===== src/rtl/prog_loader.sv =====
// Boot-image loader: streams words into a single-port synchronous RAM, reads the
// image back to verify its checksum, then releases the CPU at the image base.
module prog_loader #(
    parameter int ADDR_WIDTH = 14,
    parameter int DATA_WIDTH = 16
) (
    input  logic                  clk,
    input  logic                  rst,
    input  logic                  start,
    input  logic [ADDR_WIDTH-1:0] base_addr,
    input  logic [ADDR_WIDTH:0]   word_count,
    input  logic [DATA_WIDTH-1:0] expected_sum,
    input  logic [DATA_WIDTH-1:0] in_data,
    input  logic                  in_valid,
    output logic                  in_ready,
    output logic [ADDR_WIDTH-1:0] mem_addr,
    output logic [DATA_WIDTH-1:0] mem_wdata,
    input  logic [DATA_WIDTH-1:0] mem_rdata,
    output logic                  mem_cs,
    output logic                  mem_we,
    output logic                  mem_oe,
    output logic                  busy,
    output logic                  done,
    output logic                  err,
    output logic                  cpu_run,
    output logic [ADDR_WIDTH-1:0] start_pc
);

    typedef enum logic [2:0] {
        S_IDLE,
        S_LOAD,
        S_VADDR,
        S_VDATA,
        S_DONE,
        S_ERROR
    } state_t;

    localparam logic [ADDR_WIDTH:0]   MAX_COUNT = {1'b1, {ADDR_WIDTH{1'b0}}};
    localparam logic [ADDR_WIDTH:0]   CNT_ONE   = {{ADDR_WIDTH{1'b0}}, 1'b1};
    localparam logic [ADDR_WIDTH:0]   CNT_ZERO  = '0;
    localparam logic [ADDR_WIDTH-1:0] PTR_ONE   = {{(ADDR_WIDTH-1){1'b0}}, 1'b1};
    localparam logic [DATA_WIDTH-1:0] SUM_ZERO  = '0;

    state_t                  r_state;
    logic [ADDR_WIDTH-1:0]   r_ptr;
    logic [ADDR_WIDTH:0]     r_rem;
    logic [ADDR_WIDTH:0]     r_count;
    logic [ADDR_WIDTH-1:0]   r_base;
    logic [DATA_WIDTH-1:0]   r_exp;
    logic [DATA_WIDTH-1:0]   r_load_sum;
    logic [DATA_WIDTH-1:0]   r_rd_sum;

    logic                    r_in_ready;
    logic [ADDR_WIDTH-1:0]   r_mem_addr;
    logic [DATA_WIDTH-1:0]   r_mem_wdata;
    logic                    r_mem_cs;
    logic                    r_mem_we;
    logic                    r_mem_oe;
    logic                    r_busy;
    logic                    r_done;
    logic                    r_err;
    logic                    r_cpu_run;
    logic [ADDR_WIDTH-1:0]   r_start_pc;

    logic [ADDR_WIDTH:0]     w_count;
    logic [ADDR_WIDTH-1:0]   w_ptr_inc;
    logic [DATA_WIDTH-1:0]   w_rd_final;
    logic                    w_sum_ok;

    // Requests larger than the address space cannot be stored distinctly.
    assign w_count    = (word_count > MAX_COUNT) ? MAX_COUNT : word_count;
    assign w_ptr_inc  = r_ptr + PTR_ONE;
    assign w_rd_final = r_rd_sum + mem_rdata;
    assign w_sum_ok   = (w_rd_final == r_load_sum) && (r_load_sum == r_exp);

    always_ff @(posedge clk or posedge rst) begin
        if (rst) begin
            r_state     <= S_IDLE;
            r_ptr       <= '0;
            r_rem       <= '0;
            r_count     <= '0;
            r_base      <= '0;
            r_exp       <= '0;
            r_load_sum  <= '0;
            r_rd_sum    <= '0;
            r_in_ready  <= 1'b0;
            r_mem_addr  <= '0;
            r_mem_wdata <= '0;
            r_mem_cs    <= 1'b0;
            r_mem_we    <= 1'b0;
            r_mem_oe    <= 1'b1;
            r_busy      <= 1'b0;
            r_done      <= 1'b0;
            r_err       <= 1'b0;
            r_cpu_run   <= 1'b0;
            r_start_pc  <= '0;
        end else begin
            case (r_state)
                S_IDLE, S_DONE, S_ERROR: begin
                    if (start) begin
                        r_base     <= base_addr;
                        r_exp      <= expected_sum;
                        r_load_sum <= '0;
                        r_rd_sum   <= '0;
                        r_done     <= 1'b0;
                        r_err      <= 1'b0;
                        r_cpu_run  <= 1'b0;
                        r_mem_cs   <= 1'b0;
                        r_mem_we   <= 1'b0;
                        r_mem_oe   <= 1'b1;
                        if (w_count == CNT_ZERO) begin
                            if (expected_sum == SUM_ZERO) begin
                                r_state    <= S_DONE;
                                r_done     <= 1'b1;
                                r_cpu_run  <= 1'b1;
                                r_start_pc <= base_addr;
                            end else begin
                                r_state <= S_ERROR;
                                r_err   <= 1'b1;
                            end
                        end else begin
                            r_ptr      <= base_addr;
                            r_rem      <= w_count;
                            r_count    <= w_count;
                            r_in_ready <= 1'b1;
                            r_busy     <= 1'b1;
                            r_state    <= S_LOAD;
                        end
                    end
                end
                S_LOAD: begin
                    if (r_rem == CNT_ZERO) begin
                        // Final write strobe is on the bus now; set up the first read.
                        r_mem_cs   <= 1'b1;
                        r_mem_we   <= 1'b0;
                        r_mem_oe   <= 1'b1;
                        r_mem_addr <= r_base;
                        r_ptr      <= r_base;
                        r_rem      <= r_count;
                        r_state    <= S_VADDR;
                    end else if (in_valid && r_in_ready) begin
                        r_mem_cs    <= 1'b1;
                        r_mem_we    <= 1'b1;
                        r_mem_oe    <= 1'b0;
                        r_mem_addr  <= r_ptr;
                        r_mem_wdata <= in_data;
                        r_ptr       <= w_ptr_inc;
                        r_rem       <= r_rem - CNT_ONE;
                        r_load_sum  <= r_load_sum + in_data;
                        if (r_rem == CNT_ONE) begin
                            r_in_ready <= 1'b0;
                        end
                    end else begin
                        r_mem_cs <= 1'b0;
                        r_mem_we <= 1'b0;
                        r_mem_oe <= 1'b1;
                    end
                end
                S_VADDR: begin
                    r_state <= S_VDATA;
                end
                S_VDATA: begin
                    r_rd_sum <= w_rd_final;
                    r_ptr    <= w_ptr_inc;
                    r_rem    <= r_rem - CNT_ONE;
                    if (r_rem > CNT_ONE) begin
                        r_mem_addr <= w_ptr_inc;
                        r_state    <= S_VADDR;
                    end else begin
                        r_mem_cs <= 1'b0;
                        r_busy   <= 1'b0;
                        if (w_sum_ok) begin
                            r_state    <= S_DONE;
                            r_done     <= 1'b1;
                            r_cpu_run  <= 1'b1;
                            r_start_pc <= r_base;
                        end else begin
                            r_state <= S_ERROR;
                            r_err   <= 1'b1;
                        end
                    end
                end
                default: begin
                    r_state <= S_IDLE;
                end
            endcase
        end
    end

    assign in_ready  = r_in_ready;
    assign mem_addr  = r_mem_addr;
    assign mem_wdata = r_mem_wdata;
    assign mem_cs    = r_mem_cs;
    assign mem_we    = r_mem_we;
    assign mem_oe    = r_mem_oe;
    assign busy      = r_busy;
    assign done      = r_done;
    assign err       = r_err;
    assign cpu_run   = r_cpu_run;
    assign start_pc  = r_start_pc;

endmodule


===== config.mk =====
export PLATFORM = sky130hd
export DESIGN_NAME = prog_loader
export DESIGN_NICKNAME = d
export VERILOG_FILES = /design/src/rtl/prog_loader.sv
export SDC_FILE = /design/constraint.sdc
export NUM_CORES = 1
export LEC_CHECK = 0
export ABC_CLOCK_PERIOD_IN_PS = 4900
export BUFFER_PORTS_ARGS = -buffer_cell sky130_fd_sc_hd__clkbuf_2
export CAP_MARGIN = 5
export CORE_AREA = 5 5 189 191
export DETAILED_ROUTE_END_ITERATION = 8
export DIE_AREA = 0 0 194 196
export SLEW_MARGIN = 40
export SYNTH_ARGS = -nofsm -noshare
export SYNTH_HDL_FRONTEND = slang
export SYNTH_SLANG_ARGS = --single-unit

===== constraint.sdc =====
create_clock -name clk -period 4.9 [get_ports clk]
set_input_delay 0.49 -clock clk [delete_from_list [all_inputs] [get_ports clk]]
set_output_delay 0.49 -clock clk [all_outputs]
set_load 0.01 [all_outputs]

==> summary.txt <==
Power
  • Pwr Total: 7.20 mW
  • PD cells: 614 nW/µm²
  • Maximum vdd drop: around 0.30 mV
  • Switch Pwr: approximately 3.1 mW
  • Internal power: 4.07 mW
  • Clock Power Share: 0.198
  • Sequential Power Share: 0.339
  • Static leakage: 5.34 nW
  • Sw Ratio: 0.434
  • Logic pwr share: 0.463

Clocking
  • Root buf cell: clkbuf_16
  • Worst-skew pair later-pin latency: ~0.44 ns
  • Worst-path clk slew: 0.07 ns
  • CTS H-tree depth: 4
  • Clk buf depth: 2
  • CTS tree: yes
  • CTS Buf Count: 17
  • Num Clock Sinks: between 150 and 200
  • Post-CTS sizing: 0

Logic synthesis
  • Synth top cells by count: nand2_1 (201), dfrtp_1 (159), nor2_1 (96)
  • Synth Instances: approximately 1.1k
  • Yosys top cell by area: dfrtp_1
  • Synth warn: 0
  • Async S/R FF share, synth: 1.00
  • Syn Area/Cell: approximately 8.7 µm²
  • Synth top area share: 0.398
  • Dominant cells by area after synthesis: dfrtp_1 (40%), nand2_1 (7.6%), o21ai_0 (4.4%)
  • Sequential area share after synthesis: 0.401
  • #FFs+latches synth: 160
  • EDFF count, synth: 0
  • Primary FF master, synth: dfrtp_1
  • Synthesized cell area: ~10000 µm²
  • Cell with the most instances after synthesis: nand2_1
  • Post-synth cell types: between 70 and 80
  • Syn nets: ~1.3k

Setup path
  • RR Startpoint: r_rd_sum[0]
  • Crit path DAT: 3.94 ns
  • Crit end category: flip-flop
  • Critical path's top delay family: simple AND/OR/NAND/NOR gates
  • Worst R2R Setup Slack: about 1.3 ns
  • R2R depth: 13
  • Startpoint types: flip-flop
  • Max stage delay cell, worst path: dfrtp_1
  • Capturing point of the worst reg2reg path: r_state[0]
  • Worst setup startpoint: r_rd_sum[0]
  • Levels on crit path: 13
  • Kind of critical path: flip-flop to flip-flop
  • Crit path buffers/inverters: 2
  • Required time of the worst setup path: 5.22 ns
  • CP cell instances: ha_1 -> inv_1 -> fa_1 -> nor2b_1 -> o2111a_1 -> or2_1 -> a21oi_2 -> xnor3_1 -> nor4_1 -> and4b_1 -> buf_4 -> a21boi_1 -> or3_1
  • CP endpoint: r_state[0]
  • Critical Path Fanout Max: 30
  • CP peak stage delay: roughly 0.38 ns

Floorplanning
  • Initial core utilization: 0.294
  • Die H: 196 µm
  • DIE WIDTH: just under 200 µm
  • Core Area: 33900 µm²
  • Die area: roughly 38000 µm²
  • Row count: 68
  • IO Pins: 133

Layout
  • Non-filler cells, final: 1708
  • Area grow syn2layout: 17.4%
  • Antenna Cells: 0
  • Layout cells sized above 1: 0.184
  • Post-layout instance area: between 10000 and 15000 µm²
  • Fin nets: 1356
  • Post-layout util: 0.345

Timing
  • Worst hold margin: 0.263 ns
  • Period utilization: 0.738
  • Worst-margin pin slew: 0.685 ns
  • Unrepaired setup endpoints after global routing: no
  • Final Hold Fails: 0
  • Fin. max-slew vios: 0
  • Final worst-path setup slack: roughly 1.3 ns
  • Fin Clk Skew: 0.0145 ns
  • Post-layout minimum cycle time: 3.62 ns
  • TNS Setup: 0 ns
  • Final setup viols: 0
  • Peak Freq: 276 MHz
  • Rel. slew slack: 0.539

Global routing
  • Initial antenna violation count: 2
  • Pin count of the biggest net entering global routing: 100
  • Vias in the first global route: 8597
  • GRT Total Usage: 0.157
  • First-pass GRT wire length: 48.4 mm
  • GR Overflow Total: 0

Placement
  • Hpwl dp: between 20 and 25 mm
  • Pre-CTS setup slack: 1.09 ns
  • Port bufs: 132
  • RD Place Congestion: 0.872
  • Placed cell count: 1674
  • DP Area: 11100 µm²

Detailed routing
  • Via/cell ratio: between 5 and 6
  • Post-Route WL: 29.9 mm
  • Drt wl/cell: approximately 18 µm
  • Drt first-iter violations: 532
  • ANT nets after route: 0
  • DRC violations left: 0
  • First-pass DRT Iterations: 5
  • Via Count: between 8k and 9k

Run
  • Max-cap violations: 0

Min path
  • Worst hold path class: primary input to flip-flop

Run status
  • Status: finished clean
power by group through the flow:
stage	clock (mW)	sequential, mW	combinational (mW)
2_1_floorplan	0	2.31	2.52
3_3_place_gp	0	2.42	3.26
3_5_place_dp	0	2.45	3.33
4_1_cts	1.46	2.43	3.34
5_1_grt	1.50	2.52	3.74
6_report	1.43	2.44	3.33
state kept, by name (all words and copies together) (netlist names), 3 cells and up:
register	cells
start_pc	14
r_rd_sum	16
r_count	15
r_load_sum	16
mem_wdata	16
r_exp	16
r_base	14
mem_addr	14
r_ptr	14
r_state	3
r_rem	15
cell type report:
type,instances,area [µm²]
clock buffer,20,457
clock inverter,12,155
fill,3496,22200
inverter,22,90.1
multi-input combinational,888,5630
sequential,160,4010
tap,455,569
timing repair buffer,151,826
worst min path at each step:
stage / from / to / slack [ns] / cells after the start
2_1_floorplan: r_count[14] / r_count[14] / 0.45 / 2
3_3_place_gp: mem_addr[1] / mem_addr[1] / 0.46 / 1
3_5_place_dp: mem_addr[3] / mem_addr[3] / 0.47 / 2
4_1_cts: rst / mem_wdata[2] / 0.17 / 2
5_1_grt: expected_sum[11] / r_exp[11] / 0.26 / 3
6_report: expected_sum[11] / r_exp[11] / 0.26 / 3
metal layers:
metal  share of wire  up-vias  global-route usage
met1            0.48     4218               0.219
met4           0.019        4              0.0490
met5          0.0011        -                   0
li1                -     4351                   -
met3           0.039       44              0.0295
met2            0.46      189               0.247
tightest hold or removal path, stage by stage:
cell and delay, ns:
clkbuf_2 0.09, nand2_1 0.05, nand2_1 0.04
kinds of logic (layout without fill, tap and decap cells):
kind of cell | after synthesis | in the layout | synth area share
AOI/OAI and AO/OA | 318 | 318 | 0.224
xor gates and xnor gates | 55 | 55 | 0.0510
adders and majority gates | 35 | 35 | 0.0453
buffers and inverters | 96 | 205 | 0.0406
DFF | 160 | 160 | 0.401
muxes | 39 | 39 | 0.0413
and+or+nand+nor | 441 | 441 | 0.197
cell usage in the layout, fill, tap and decap left out, types with 18 or more instances in the layout:
master and n:
nand2_1 197, dfrtp_1 159, clkbuf_2 132, nor2_1 91, o21ai_0 87, a21oi_1 51
nor3_1 35, ha_1 33, xnor2_1 29, nand3_1 25, xor2_1 23, inv_1 21
mux2i_1 21, a22o_1 21, mux2_2 18
what timing repair did:
item,4_1_cts,5_1_grt
endpoints found under the setup margin,0,0
hold buffers,0,1
buffers inserted,0,0
endpoints found under the hold margin,0,19
Power figures use the tool's default switching activity.
